File: src/rtl/mem_port_arbiter.sv
// Shared memory port for IF/MEM (MEM wins); a grant taken in IDLE drives the bus next cycle and holds until ack.
// Requesters are stalled until their valid strobe; MEM_ARB_TIMEOUT_EN adds a per-transaction abort timer and sticky o_busErr.
module mem_port_arbiter #(
  parameter int TIMEOUT = 16
) (
  input  logic        clk,
  input  logic        reset_x,
  input  logic        Fi_req,
  input  logic [31:0] Fi_addr,
  input  logic        Mi_memReq,
  input  logic        Mi_memWrite,
  input  logic [1:0]  Mi_memSize,
  input  logic [31:0] Mi_addr,
  input  logic [31:0] Mi_wdata,
  output logic        o_busReq,
  output logic        o_busWrite,
  output logic [1:0]  o_busSize,
  output logic [31:0] o_busAddr,
  output logic [31:0] o_busWdata,
  input  logic        i_busAck,
  input  logic [31:0] i_busRdata,
  output logic [31:0] Fo_inst,
  output logic        Fo_instValid,
  output logic [31:0] Mo_rdata,
  output logic        Mo_dataValid,
  output logic        o_stallF,
  output logic        o_stallM,
  output logic        o_busErr
);

  if (TIMEOUT < 2 || TIMEOUT > 255) begin : g_bad_timeout
    $error("mem_port_arbiter: TIMEOUT must be in 2..255");
  end

  typedef enum logic [1:0] {IDLE, FETCH, DATA} state_t;

  state_t      state_q, state_d;
  logic        req_q, req_d;
  logic        write_q, write_d;
  logic [1:0]  size_q, size_d;
  logic [31:0] addr_q, addr_d;
  logic [31:0] wdata_q, wdata_d;
  logic        tmo;
  logic        done;
  logic [31:0] rdata;

`ifdef MEM_ARB_TIMEOUT_EN
  localparam int CNT_W = $clog2(TIMEOUT + 1);

  logic [CNT_W-1:0] cnt_q, cnt_d;
  logic             err_q, err_d;

  // Counter is zero in the first bus cycle, so it reads TIMEOUT-1 in the TIMEOUT-th one.
  always_comb begin
    tmo   = (state_q != IDLE) && !i_busAck && (cnt_q == CNT_W'(TIMEOUT - 1));
    cnt_d = cnt_q;
    if (state_q == IDLE) begin
      cnt_d = '0;
    end else if (!i_busAck) begin
      cnt_d = cnt_q + 1'b1;
    end
    err_d = err_q | tmo;
  end

  always_ff @(posedge clk or negedge reset_x) begin
    if (!reset_x) begin
      cnt_q <= '0;
      err_q <= 1'b0;
    end else begin
      cnt_q <= cnt_d;
      err_q <= err_d;
    end
  end

  assign o_busErr = err_q;
`else
  assign tmo      = 1'b0;
  assign o_busErr = 1'b0;
`endif

  always_comb begin
    done    = (state_q != IDLE) && (i_busAck || tmo);
    state_d = state_q;
    req_d   = req_q;
    write_d = write_q;
    size_d  = size_q;
    addr_d  = addr_q;
    wdata_d = wdata_q;
    case (state_q)
      IDLE: begin
        if (Mi_memReq) begin
          state_d = DATA;
          req_d   = 1'b1;
          write_d = Mi_memWrite;
          size_d  = Mi_memSize;
          addr_d  = Mi_addr;
          wdata_d = Mi_wdata;
        end else if (Fi_req) begin
          state_d = FETCH;
          req_d   = 1'b1;
          write_d = 1'b0;
          size_d  = 2'b10;
          addr_d  = Fi_addr;
          wdata_d = 32'h0;
        end
      end
      FETCH, DATA: begin
        // Always fall back to IDLE so a requester's stale request is never re-served.
        if (done) begin
          state_d = IDLE;
          req_d   = 1'b0;
        end
      end
      default: begin
        state_d = IDLE;
        req_d   = 1'b0;
      end
    endcase
  end

  always_ff @(posedge clk or negedge reset_x) begin
    if (!reset_x) begin
      state_q <= IDLE;
      req_q   <= 1'b0;
      write_q <= 1'b0;
      size_q  <= 2'b00;
      addr_q  <= 32'h0;
      wdata_q <= 32'h0;
    end else begin
      state_q <= state_d;
      req_q   <= req_d;
      write_q <= write_d;
      size_q  <= size_d;
      addr_q  <= addr_d;
      wdata_q <= wdata_d;
    end
  end

  assign rdata        = tmo ? 32'h0 : i_busRdata;
  assign Fo_inst      = rdata;
  assign Mo_rdata     = rdata;
  assign Fo_instValid = (state_q == FETCH) && done && Fi_req;
  assign Mo_dataValid = (state_q == DATA) && done;
  assign o_stallF     = Fi_req & ~Fo_instValid;
  assign o_stallM     = Mi_memReq & ~Mo_dataValid;

  assign o_busReq   = req_q;
  assign o_busWrite = write_q;
  assign o_busSize  = size_q;
  assign o_busAddr  = addr_q;
  assign o_busWdata = wdata_q;

endmodule

File: config.mk
export PLATFORM = sky130hd
export DESIGN_NAME = mem_port_arbiter
export DESIGN_NICKNAME = d
export VERILOG_FILES = /design/src/rtl/mem_port_arbiter.sv
export SDC_FILE = /design/constraint.sdc
export NUM_CORES = 1
export LEC_CHECK = 0
export BUFFER_PORTS_ARGS = -buffer_cell sky130_fd_sc_hd__buf_2
export CAP_MARGIN = 10
export CELL_PAD_IN_SITES_DETAIL_PLACEMENT = 0
export CELL_PAD_IN_SITES_GLOBAL_PLACEMENT = 1
export CORE_UTILIZATION = 28
export CTS_CLUSTER_DIAMETER = 50
export DETAILED_ROUTE_END_ITERATION = 6
export PLACE_DENSITY_LB_ADDON = 0.05
export SYNTH_ARGS = -nofsm -noshare
export SYNTH_HDL_FRONTEND = slang
export SYNTH_SLANG_ARGS = --single-unit
File: constraint.sdc
create_clock -name clk -period 1.9 [get_ports clk]
set_input_delay 0.19 -clock clk [delete_from_list [all_inputs] [get_ports clk]]
set_output_delay 0.19 -clock clk [all_outputs]
set_load 0.01 [all_outputs]
==> impl_metrics.ini <==
[setup_path]
crit_path_start = state_q[1]$_DFFE_PN0P_
worstSetupPathType = reg2out
crit_fanout = 6
endpoint_kind = output pin
worst_setup_path_start_kind = flip-flop
cp_data_required_time_ns = 1.71
timing.rr.start = state_q[1]$_DFFE_PN0P_
cp.arrival_ns = 1.58

[grt]
antenna_found_initial = 1
grt_max_degree = 39
grtUsageTotal = 0.136
overflow = 0
grt_pass1_wl_um = 13100
grt_pass1_vias = 2488

[final_layout]
drive_above_1_share = 0.464
final_common_cell = buf_2
nFillCells = 1252
diodes = 0
layout_common_cells = buf_2 (174), dfrtp_1 (70), a22o_1 (34)
syn2layout_area_growth_pct = 24.4
multi_input_comb_area_um2 = 1090
fin_nets = 563
seqCellArea_um2 = 1750
final_cell_area_um2 = 4280

[power]
p_leak_nw = 2.31
p_per_area_nw_per_um2 = 1610
ir_drop_uv = 539

[logic_synthesis]
avgSynthCellArea_um2 = 11.0
yosysUniqueCellTypes = 27
synthCells = 313
ys_seq_area_frac = 0.509
syn-cell-area_um2 = 3440
ys_ff_latch = 70
synth_nets = 453
yosysWarnings = 0

[cts]
path_clk_slew_ns = 0.05
cts_max_path_buffers = 2
cts_tree = yes
post_cts_buffers = 0
cts.sinks = 70
clk_latency_ns = 0.32
cts_buffers = 9
cts-root-buf = clkbuf_16
h-tree-depth = 3

[route]
firstDrtPassIters = 4
dr_total_vias = 2552
post-route-drc-count = 0
drtIter0Drc = 58
ant_nets = 0
viasPerCell = 4.46
wirelength_um = 8510
routedWlPerCell_um = 14.9

[floorplanning]
io_pins = 273
die_x_um = 113
rows = 40
initial_utilization = 0.286
fp.dieArea_um2 = 12700
design.core.area_um2 = 12000
dieHeight_um = 113

[sta]
maxSlewViolCount = 0
hold_violations = 0
min_period_ns = 1.77
setup_viol = 0
slew_headroom = 0.535
rsz0062_at_grt = false
fmax_mhz = 565
finalCritPeriodShare = 0.932
fin_skew_ns = 0.00667
worstMarginPinSlew_ns = 0.696
setup_tns_ns = 0

[flow_run]
max-cap-violations = 0

[worst_hold_path]
min-delay-start = Mi_wdata[20]
hold_path.class = in2reg

[placed_design]
gp_congestion = 0.719
dpl.hpwl_um = 6220
placed_cell_area_um2 = 4020
port-buffer-count = 175

[outcome]
outcome = finished, final reports clean
[final cells by class]
type / instances / area share
multi-input combinational: 154 / 0.255
clock inverter: 3 / 0.00351
timing repair buffer: 182 / 0.230
sequential: 70 / 0.410
inverter: 6 / 0.00527
clock buffer: 10 / 0.0535
tap: 147 / 0.0430
[flip-flops by register name, summed over array words and instances (netlist names)]
signal      count
state_q         2
o_busAddr      32
o_busWrite      1
o_busReq        1
o_busSize       2
o_busWdata     32
[critical path: stages (launching register included)]
cell and delay [ns]:
dfrtp_1 0.39, inv_1 0.13, ha_2 0.27, nor2b_2 0.09, and2_1 0.17, nor2b_1 0.09, buf_2 0.13
[Yosys cell counts, drive strengths merged]
library cell	n	area, um2
buf	77	559
dfrtp	70	1750
a22o	34	298
o21ai	34	174
nand2	33	124
mux2i	32	320
clkbuf	6	26.3
inv	6	22.5
ha	4	50.1
a21oi	3	15.0
and2	2	12.5
nor2b	2	12.5
a21boi	1	7.51
a22oi	1	7.51
a32o	1	10.0
and3	1	6.26
conb	1	3.75
nand2b	1	6.26
nor2	1	3.75
o211ai	1	7.51
o32ai	1	8.76
or3b	1	11.3
[per-stage QoR]
step	utilization	worst slack (ns)	cells	power (mW)	hold slack, ns
after floorplan	-	0.495	313	4.34	-0.106
after global placement	0.334	0.276	558	5.52	0.182
after detailed placement	0.334	0.236	558	5.53	0.182
after CTS	0.356	0.0215	572	7.04	0.0589
after global routing	0.356	0.0402	572	7.42	0.0631
final	0.356	0.129	572	6.87	0.0776
[repair_timing]
item | CTS | global route
hold buffers | 1 | 0
resized for setup | 1 | 1
hold endpoints to repair | 34 | 0
setup endpoints to repair | 2 | 1
[path summary, 6_finish.rpt]
path	cells after the start	slack (ns)	endpoint
worst min register to register	2	0.48	o_busAddr[2]$_DFFE_PN0P_
worst min-delay path	2	0.08	o_busWdata[20]$_DFFE_PN0P_
worst max-delay path	6	0.13	o_stallM
max in group asynchronous	3	0.94	o_busAddr[6]$_DFFE_PN0P_
worst max register to register	5	0.30	o_busWdata[5]$_DFFE_PN0P_
min in group asynchronous	2	0.36	o_busAddr[30]$_DFFE_PN0P_
[cells by family (layout without fill, tap and decap cells)]
group                      after synthesis  count (layout)  share of synthesized area
buffers and inverters                   89             201                      0.177
DFF                                     70              70                      0.509
muxes                                   32              32                     0.0932
and+or+nand+nor                         41              41                     0.0513
AOI/OAI and AO/OA                       76              76                      0.154
other                                    1               1                    0.00109
adders and majority gates                4               4                     0.0146
[per-layer routing]
layer | share of wire | GRT usage | vias to the layer above
met3 | 0.089 | 0.0578 | 32
met4 | 0.029 | 0.0764 | 0
met2 | 0.48 | 0.217 | 119
li1 | - | - | 1226
met5 | 0 | 0 | -
met1 | 0.40 | 0.153 | 1175
[power by group]
| group | internal [mW] | switching (mW) | leakage [nW] | total [mW] |
|---|---|---|---|---|
| registers | 2.24 | 0.377 | 0.874 | 2.61 |
| clock network | 0.853 | 0.571 | 0.124 | 1.42 |
| logic | 1.28 | 1.55 | 1.32 | 2.83 |
| total | 4.37 | 2.50 | 2.31 | 6.87 |
(Power assumes the default switching activity.)
